**config.mk**
```make
export PLATFORM = sky130hd
export DESIGN_NAME = sram22_2048x8_ctrl
export DESIGN_NICKNAME = d
export VERILOG_FILES = /design/src/rtl/sram22_ctrl_pkg.sv /design/src/rtl/sram22_rsp_fifo.sv /design/src/rtl/sram22_2048x8_ctrl.sv
export SDC_FILE = /design/constraint.sdc
export NUM_CORES = 1
export LEC_CHECK = 0
export ABC_AREA = 1
export CAP_MARGIN = 20
export CORE_MARGIN = 1.5
export CORE_UTILIZATION = 47
export DETAILED_ROUTE_END_ITERATION = 10
export PLACE_DENSITY = 0.89
export SKIP_CTS_REPAIR_TIMING = 1
export SLEW_MARGIN = 0
export SYNTH_ARGS = -nofsm -noshare
export SYNTH_HDL_FRONTEND = slang
export SYNTH_SLANG_ARGS = --single-unit
export TNS_END_PERCENT = 10
```
**constraint.sdc**
```tcl
create_clock -name clk -period 2.75 [get_ports clk]
set_input_delay 0.275 -clock clk [delete_from_list [all_inputs] [get_ports clk]]
set_output_delay 0.275 -clock clk [all_outputs]
set_load 0.01 [all_outputs]
```
**src/rtl/sram22_ctrl_pkg.sv**
```systemverilog
// sram22_ctrl_pkg: shared macro geometry and controller state encoding
package sram22_ctrl_pkg;
    localparam int ADDR_WIDTH  = 11;
    localparam int DATA_WIDTH  = 8;
    localparam int WMASK_WIDTH = 8;
    typedef enum logic {INIT = 1'b0, RUN = 1'b1} state_t;
endpackage

```
**src/rtl/sram22_rsp_fifo.sv**
```systemverilog
// sram22_rsp_fifo: small synchronous FIFO holding captured read data; any depth >= 2
module sram22_rsp_fifo #(
    parameter int DEPTH = 3,
    parameter int DW    = 8,
    parameter int CW    = $clog2(DEPTH + 1)
) (
    input  logic          clk,
    input  logic          rst,
    input  logic          push,
    input  logic [DW-1:0] din,
    input  logic          pop,
    output logic [CW-1:0] count,
    output logic [DW-1:0] head
);
    localparam int PW = $clog2(DEPTH);
    logic [DW-1:0] mem [DEPTH];
    logic [PW-1:0] wr_ptr, rd_ptr;
    function automatic logic [PW-1:0] nxt(input logic [PW-1:0] p);
        return p == PW'(DEPTH - 1) ? '0 : p + PW'(1);
    endfunction
    always_ff @(posedge clk) begin
        if (rst) begin
            wr_ptr <= '0;
            rd_ptr <= '0;
            count  <= '0;
        end else begin
            if (push) wr_ptr <= nxt(wr_ptr);
            if (pop) rd_ptr <= nxt(rd_ptr);
            count <= count + CW'(push) - CW'(pop);
        end
    end
    always_ff @(posedge clk) if (push) mem[wr_ptr] <= din;
    assign head = mem[rd_ptr];
    // The upstream credit rule guarantees these never fire
    always_ff @(posedge clk) begin
        if (!rst) begin
            assert (!(push && !pop && count == CW'(DEPTH)));
            assert (!(pop && count == '0));
        end
    end
endmodule

```
**src/rtl/sram22_2048x8_ctrl.sv**
```systemverilog
// sram22_2048x8_ctrl: valid/ready front-end for the sram22 2048x8 macro with
// optional post-reset zero-fill and a credit-managed read response FIFO
module sram22_2048x8_ctrl
    import sram22_ctrl_pkg::*;
#(
    parameter int RSP_DEPTH = 3,
    parameter bit INIT_ZERO = 1'b1
) (
    input  logic                   clk,
    input  logic                   rst,
    input  logic                   req_valid,
    output logic                   req_ready,
    input  logic                   req_we,
    input  logic [ADDR_WIDTH-1:0]  req_addr,
    input  logic [WMASK_WIDTH-1:0] req_wmask,
    input  logic [DATA_WIDTH-1:0]  req_din,
    output logic                   rsp_valid,
    input  logic                   rsp_ready,
    output logic [DATA_WIDTH-1:0]  rsp_data,
    output logic                   init_done,
    output logic                   sram_rstb,
    output logic                   sram_ce,
    output logic                   sram_we,
    output logic [WMASK_WIDTH-1:0] sram_wmask,
    output logic [ADDR_WIDTH-1:0]  sram_addr,
    output logic [DATA_WIDTH-1:0]  sram_din,
    input  logic [DATA_WIDTH-1:0]  sram_dout
);
    localparam int CW = $clog2(RSP_DEPTH + 1);
    localparam int UW = CW + 1;
    state_t state;
    logic [ADDR_WIDTH-1:0] init_cnt;
    logic inflight, accept, pop, in_init;
    logic [CW-1:0] occ;
    logic [UW-1:0] used;
    // Credits count both queued data and the read still inside the macro
    assign used      = {1'b0, occ} + UW'(inflight);
    assign req_ready = !rst && state == RUN && used < UW'(RSP_DEPTH);
    assign accept    = req_valid && req_ready;
    assign in_init   = state == INIT;
    assign init_done = state == RUN;
    assign rsp_valid = occ != '0;
    assign pop       = rsp_valid && rsp_ready;
    assign sram_rstb = !rst;
    assign sram_ce    = in_init || accept;
    assign sram_we    = in_init || (accept && req_we);
    assign sram_wmask = in_init ? '1 : accept ? req_wmask : '0;
    assign sram_addr  = in_init ? init_cnt : accept ? req_addr : '0;
    assign sram_din   = accept ? req_din : '0;
    always_ff @(posedge clk) begin
        if (rst) begin
            state    <= INIT_ZERO ? INIT : RUN;
            init_cnt <= '0;
            inflight <= 1'b0;
        end else begin
            inflight <= accept && !req_we;
            if (in_init) begin
                init_cnt <= init_cnt + ADDR_WIDTH'(1);
                if (init_cnt == '1) state <= RUN;
            end
        end
    end
    sram22_rsp_fifo #(.DEPTH(RSP_DEPTH), .DW(DATA_WIDTH), .CW(CW)) u_fifo (
        .clk  (clk),
        .rst  (rst),
        .push (inflight),
        .din  (sram_dout),
        .pop  (pop),
        .count(occ),
        .head (rsp_data)
    );
endmodule

```
; ---- Word-level counts from Yosys, hierarchy flattened
; Memory sizes are Yosys's and may differ from the RTL's. A register that Yosys moved wholly into a read port is not among the register bits.
; Index checks and enable logic that the tools add are counted.
; W data, S select, Z words.
[op_classes]
add_sub_neg = 6
magnitude_cmp = 1
n_eq_ne = 3
muxes = 13
bitwise_logic = 1
reduce_logical = 11
[ops]
columns = op, n
row1 = $mux W8, 3
row2 = $mux W11, 2
row3 = $add A11 B1 Y11 const B, 1
row4 = $eq A11 B11 Y1 const B, 1
row5 = $mux W2, 4
row6 = $logic_and A1 B1 Y1, 6
row7 = $add A2 B1 Y2 const B, 2
row8 = $eq A2 B2 Y1 const B, 2
row9 = $mux W1, 4
row10 = $add A2 B1 Y3, 1
row11 = $lt A3 B2 Y1 const B, 1
row12 = $add A2 B1 Y2, 1
row13 = $logic_not A1 Y1, 2
row14 = $logic_or A1 B1 Y1, 2
row15 = $reduce_bool A2 Y1, 1
row16 = $sub A2 B1 Y2, 1
row17 = $not A1 Y1, 1
[totals]
ff_bits = 19
ram_bits = 24
input_bits = 40
output_inout_bits = 41
word_cells = 42
n_memories = 1
[memory_table]
columns = name, depth, word_bits, read_ports, rd_ports_with_merged_regs, write_ports, line
row1 = u_fifo.mem, 3, 8, 1, 1, 1, sram22_rsp_fifo.sv:16  ; logic [DW-1:0] mem [DEPTH];

; ---- Depth between registers and ports, before layout
; Gate-level depths: netlist of the first run.
[depth]
depth_word = 6
ltp_mapped = 9
ltp_nobuf = 9

; ---- Hierarchy
; A second synthesis of the first run with hierarchy kept.
[unflattened]
hier_cells = 261
hier_area_um2 = 2177.1
[modules_own_cells]
columns = module, instances, cells_per_inst, area_each_um2, seq_area_each_um2
row1 = sram22_rsp_fifo, 1, 101, 1201.2, 880.8
row2 = sram22_2048x8_ctrl, 1, 160, 975.9, 260.2

; ---- Worst setup path after synthesis of the first run
; OpenSTA, ideal clock, no wires.
[synth_path]
kind = reg2reg
from = register u_fifo.count[0]
to = register u_fifo.count[1]
setup_time_ns = 0.121
arrival_time_ns = 1.553
required_ns = 2.629
path_slack_ns = 1.077
path_stages_with_launch = 10
path_buffers = 0
period_less_slack_ns = 1.673
path_cell_list = dfxtp_1 > or2_2 > nand2_1 > inv_1 > ha_1 > inv_1 > ha_1 > xnor2_1 > o21ai_0 > a21oi_1
[synth_via]
elab_chain_len = 3
elab_cells_between_ends = 4
classes_between = 2 x add/sub / 2 x reduce/logical
[synth_rtl]
columns = element, line
row1 = from (decl), sram22_rsp_fifo.sv:12  ; output logic [CW-1:0] count,
row2 = from (signal assigned), sram22_rsp_fifo.sv:29  ; count <= count + CW'(push) - CW'(pop);
row3 = $reduce_bool A2 Y1, sram22_2048x8_ctrl.sv:42  ; assign rsp_valid = occ != '0;
row4 = net rsp_valid, sram22_2048x8_ctrl.sv:17  ; output logic rsp_valid,
row5 = $logic_and A1 B1 Y1, sram22_2048x8_ctrl.sv:43  ; assign pop = rsp_valid && rsp_ready;
row6 = net pop, sram22_2048x8_ctrl.sv:33  ; logic inflight, accept, pop, in_init;
row7 = $sub A2 B1 Y2, sram22_rsp_fifo.sv:29
; The timed path passes the listed nets, and every way through them passes these cells.
; A chain may end at the register's enable or synchronous reset.

; ---- Worst setup path in the final report of the first run
[layout_path]
from = register inflight
to = output port sram_addr[9]
[layout_via]
elab_chain_len = 6
[layout_rtl]
columns = element, line
row1 = from (decl), sram22_2048x8_ctrl.sv:33
row2 = from (signal assigned), sram22_2048x8_ctrl.sv:56  ; inflight <= accept && !req_we;
row3 = $add A2 B1 Y3, sram22_2048x8_ctrl.sv:37  ; assign used = {1'b0, occ} + UW'(inflight);
row4 = $lt A3 B2 Y1, sram22_2048x8_ctrl.sv:38  ; assign req_ready = !rst && state == RUN && used < UW'(RSP_DEPTH);
row5 = $logic_and A1 B1 Y1, sram22_2048x8_ctrl.sv:38
row6 = $logic_and A1 B1 Y1, sram22_2048x8_ctrl.sv:39  ; assign accept = req_valid && req_ready;
row7 = $mux W11 (2 in series), sram22_2048x8_ctrl.sv:48  ; assign sram_addr = in_init ? init_cnt : accept ? req_addr : '0;
row8 = to (decl), sram22_2048x8_ctrl.sv:25  ; output logic [ADDR_WIDTH-1:0] sram_addr,
; Every way passes these cells.

==> results.json, run 1 <==
{
  "status": "complete, no violations",
  "coreArea_mm2": 0.00435,
  "die_h_um": 70.4,
  "dp_slack_ns": 0.470,
  "synth_cell_types": 21,
  "dieArea_mm2": 0.00495,
  "clock.fmax_mhz": 379,
  "drc": 0,
  "critPathKind": "reg2out",
  "power_density_mw_per_mm2": 453,
  "grt-ovfl-total": 0,
  "hold_depth": 2,
  "rsz0062_at_grt": "no",
  "crit_fanout": 20,
  "maxSlewViolCount": 0,
  "tightest_slew_ns": 0.356,
  "clkTransAtPathRegs_ns": 0.08,
  "antenna_cells": 0,
  "cts_tree": "built",
  "rows": 24,
  "track_usage_pct": 22.0,
  "hpwl_mm": 3.80,
  "timing.final.crit_share_pct": 95.9,
  "die_x_um": 70.4,
  "vias": 2022,
  "fin_hold_ws_ns": 0.480,
  "viasPerCell": 5.13,
  "drtIter0Drc": 69,
  "clockRootBuffer": "clkbuf_8",
  "synth_area_mm2": 0.00213,
  "finalSetupViolCount": 0,
  "worstSetupStartpoint": "inflight",
  "grt_pass1_vias": 1952,
  "critPathRequiredTime_ns": 2.48,
  "vdd_drop_max_mv": 0.195,
  "slew_headroom_pct": 76.2,
  "initial_utilization_pct": 49.0,
  "setup_slack_ns": 0.113,
  "cp.arrival_ns": 2.36,
  "ys_seq_elements": 45,
  "cap_violations": 0,
  "wl_mm": 5.32,
  "nNetsFinal": 386,
  "drtPass1Iterations": 4,
  "nFillCells": 319,
  "cts_buffers": 5,
  "numPortBuffers": 80,
  "regArea_mm2": 0.00114,
  "post_synth.cell_area_avg_um2": 8.21,
  "worstHoldPathType": "reg2reg",
  "yosysSeqAreaShare_pct": 53.5,
  "end_kind": "output pin",
  "worstSkewPairLatency_ns": 0.30,
  "leakagePower_nw": 1.24,
  "multi_input_area_um2": 820,
  "setup_tns_ns": 0,
  "reg2reg_from": "u_fifo.count[0]",
  "cts_buffer_depth": 2,
  "syn_nets": 305,
  "grt_antenna_before_repair": 0,
  "area_growth_pct": 44.5,
  "drive_above_1_share_pct": 6.43,
  "syn_inst": 260,
  "cp-start-kind": "register",
  "grt_pass1_wl_mm": 8.69,
  "hold_viol_final": 0,
  "ioPinCount": 81,
  "synth_warnings": 0,
  "ff2ff_path_depth": 9,
  "cts_sinks": 45,
  "finClkSkew_ns": 0.00817,
  "grt_max_degree": 22,
  "wire_per_inst_um": 13.5,
  "antenna_left": 0,
  "htree_levels": 2,
  "min_from": "u_fifo.wr_ptr[1]",
  "finalCriticalPeriod_ns": 2.64,
  "place_congestion": 0.823
}
-- layout by cell type (no fill, tap or decap) --
cell / count
a21oi_1: 28
a31oi_1: 1
buf_4: 4
buf_6: 1
clkbuf_8: 5
clkdlybuf4s50_1: 77
clkinv_2: 1
clkinvlp_4: 1
dfxtp_1: 21
dlymetal6s2s_1: 3
edfxtp_1: 24
ha_1: 5
inv_1: 31
inv_2: 1
inv_6: 1
nand2_1: 50
nand2_2: 1
nand3_1: 27
nand4_1: 4
nor2_1: 33
nor2_2: 4
nor2_4: 1
nor3_1: 2
o21ai_0: 13
or2_2: 2
xnor2_1: 1
-- through the flow --
| step | power (mW) | cells | cell area [um2] | utilization (%) |
|---|---|---|---|---|
| floorplan | 0.849 | 260 | 2130 | - |
| global placement | 0.984 | 386 | 2980 | 68.5 |
| detailed placement | 0.992 | 386 | 2980 | 68.5 |
| CTS | 1.40 | 394 | 3070 | 70.5 |
| global route | 1.45 | 394 | 3090 | 70.9 |
| finish | 1.40 | 394 | 3090 | 70.9 |
-- logic make-up (layout without fill, tap and decap cells) --
kind of cell             after synthesis  count (layout)  share of synthesized area, %
buffers and inverters                 43             125                          8.26
AO/OA/AOI/OAI                         42              42                          9.91
XOR/XNOR                               1               1                         0.410
AND/OR/NAND/NOR                      124             124                          25.0
adder cells (fa/ha/maj)                5               5                          2.93
flip-flops                            45              45                          53.5
-- worst max-delay path, cell delays in order, from the launching register on --
cell             delay (ns)
dfxtp_1                0.36
ha_1                   0.23
ha_1                   0.27
nand2_1                0.06
nand2_1                0.06
nor2_2                 0.13
buf_6                  0.20
nand3_1                0.09
o21ai_0                0.10
clkdlybuf4s50_1        0.57
-- power by group --
group | switching, mW | internal (mW)
registers | 0.0217 | 0.721
logic | 0.100 | 0.134
clock network | 0.239 | 0.180
-- sequential cells by signal, indices dropped and copies added (netlist names), named ones only --
signal	flops
u_fifo.mem	24
u_fifo.count	2
init_cnt	11
inflight	1
u_fifo.wr_ptr	2
init_done	1
u_fifo.rd_ptr	2
-- synth_stat cells --
cell type  number  share of area, %
nand2_1        51               9.0
nor2_1         33               5.8
inv_1          31               5.5
a21oi_1        28               6.6
nand3_1        27               6.3
edfxtp_1       24                34
dfxtp_1        21                20
o21ai_0        13               3.0
ha_1            5               2.9
clkbuf_1        4              0.70
nand4_1         4               1.2
nor2_2          4               1.2
buf_2           3              0.70
buf_4           3               1.1
nor3_1          2              0.47
or2_2           2              0.59
a31oi_1         1              0.29
buf_1           1              0.18
inv_2           1              0.18
nor2_4          1              0.53
xnor2_1         1              0.41
-- worst paths after layout --
check,end,slack [ns]
worst max-delay path,sram_addr[9],0.11
worst min-delay path,u_fifo.wr_ptr[1],0.48
worst max register to register,u_fifo.count[1],0.92
worst min register to register,u_fifo.wr_ptr[1],0.48
-- layout make-up --
type	instances	area share, %
multi-input cells	172	26.6
well taps	52	2.11
repair buffers	85	27.5
inverters	32	3.89
clock buffers	5	2.23
clock inverters	3	0.689
flip-flops and latches	45	37.0
-- layer usage --
layer / track usage, % / wire (um) / vias to the layer above
met5: 0 / 0 / -
met4: 5.77 / 55 / 0
met3: 4.91 / 341 / 6
met2: 39.8 / 2720 / 83
met1: 26.1 / 2200 / 919
li1: - / - / 1014
No activity file was read; power rests on OpenSTA's default activity.
==> run 2, diff against run 1 <==
CTS_CLUSTER_DIAMETER = 200   (was default)
MAX_ROUTING_LAYER = met4   (was default)
==> results.json, run 2 (same netlist as run 1, synthesis figures left out) <==
{
  "initial_utilization_pct": 49.0,
  "grt_pass1_wl_mm": 8.67,
  "grt-ovfl-total": 0,
  "wire_per_inst_um": 13.5,
  "slowest_stage": "clkdlybuf4s50_1",
  "finClkSkew_ns": 0.00839,
  "timing.final.crit_share_pct": 95.8,
  "slew_headroom_pct": 76.0,
  "cp-start-kind": "register",
  "leakagePower_nw": 1.24,
  "viasPerCell": 5.11,
  "rows": 24,
  "die_h_um": 70.4,
  "cts_buffer_depth": 2,
  "rsz0062_at_grt": "no",
  "nNetsFinal": 386,
  "ioPinCount": 81,
  "power_density_mw_per_mm2": 453,
  "top_register": "u_fifo.mem",
  "end_kind": "output pin",
  "track_usage_pct": 22.6,
  "antenna_cells": 0,
  "drtPass1Iterations": 4,
  "finalSetupViolCount": 0,
  "nFillCells": 319,
  "vdd_drop_max_mv": 0.196,
  "critPathKind": "reg2out",
  "tightest_slew_ns": 0.360,
  "crit_buf_inv": 2,
  "maxSlewViolCount": 0,
  "area_growth_pct": 44.5,
  "setup_slack_ns": 0.116,
  "placed_area_mm2": 0.00298,
  "fin_util_pct": 70.9,
  "worstHoldPathType": "reg2reg",
  "grt_antenna_before_repair": 0,
  "critPathRequiredTime_ns": 2.48,
  "die_x_um": 70.4,
  "dp_slack_ns": 0.470,
  "crit_family": "buffers and inverters",
  "numPortBuffers": 80,
  "vias": 2014,
  "drtIter0Drc": 77,
  "cts_sinks": 45,
  "top_regs": "u_fifo.mem x24, init_cnt x11",
  "setup_tns_ns": 0,
  "wl_mm": 5.32,
  "path_cells": "ha_1, ha_1, nand2_1, nand2_1, nor2_2, buf_6, nand3_1, o21ai_0, clkdlybuf4s50_1",
  "largest_register_ff_count": 24,
  "clock.fmax_mhz": 380,
  "drive_above_1_share_pct": 6.43,
  "cp.arrival_ns": 2.36,
  "drc": 0,
  "crit_fanout": 20,
  "critical_path.max_stage_delay_ns": 0.57,
  "cts_buffers": 5,
  "stdcell_area_mm2": 0.00309,
  "layout_common_cells": "clkdlybuf4s50_1 (77), nand2_1 (50), nor2_1 (33), inv_1 (31), a21oi_1 (28)",
  "clkTransAtPathRegs_ns": 0.08,
  "status": "complete, no violations",
  "cap_violations": 0,
  "finalCriticalPeriod_ns": 2.63,
  "hold_viol_final": 0,
  "grt_pass1_vias": 1956,
  "grt_max_degree": 22,
  "coreArea_mm2": 0.00435,
  "hpwl_mm": 3.80,
  "clockRootBuffer": "clkbuf_8",
  "cts_tree": "built",
  "final_common_cell": "clkdlybuf4s50_1",
  "dieArea_mm2": 0.00495,
  "htree_levels": 2,
  "antenna_left": 0,
  "place_congestion": 0.836,
  "worstSkewPairLatency_ns": 0.31
}
-- run 2: worst paths after layout --
check | start | to | slack [ns] | depth (start not counted)
hold reg to reg | u_fifo.wr_ptr[1] | u_fifo.wr_ptr[1] | 0.48 | 2
setup / recovery | inflight | sram_addr[9] | 0.12 | 9
hold / removal | u_fifo.wr_ptr[1] | u_fifo.wr_ptr[1] | 0.48 | 2
setup reg to reg | u_fifo.count[0] | u_fifo.count[1] | 0.92 | 9
-- run 2: final cells by class --
cell class / instances / area, um2 / area share, %
flip-flops and latches: 45 / 1140 / 37.0
repair buffers: 85 / 850 / 27.5
multi-input cells: 172 / 820 / 26.6
inverters: 32 / 120 / 3.89
clock buffers: 5 / 68.8 / 2.23
well taps: 52 / 65.1 / 2.11
clock inverters: 3 / 21.3 / 0.689
-- run 2: through the flow --
step           instances  total power, mW  hold slack, ns
2_1_floorplan        260            0.849           0.342
3_3_place_gp         386            0.984           0.452
3_5_place_dp         386            0.992           0.478
4_1_cts              394             1.40           0.490
5_1_grt              394             1.45           0.535
6_report             394             1.40           0.482
-- run 2: worst min-delay path, cell delays in order, from the launching register on --
cell and delay (ns):
dfxtp_1 0.31, nand2_1 0.06, a21oi_1 0.06
-- run 2: power breakdown --
group / switching (mW) / leakage [nW] / internal [mW]
combinational: 0.100 / 0.814 / 0.134
sequential: 0.0219 / 0.386 / 0.721
clock: 0.240 / 0.0445 / 0.180
total: 0.362 / 1.24 / 1.04
-- run 2: per-layer routing --
| metal | global-route usage [%] | routed length [um] |
|---|---|---|
| met5 | - | 0 |
| met4 | 5.77 | 61 |
| met3 | 4.76 | 330 |
| met2 | 40.3 | 2750 |
| met1 | 25.8 | 2180 |
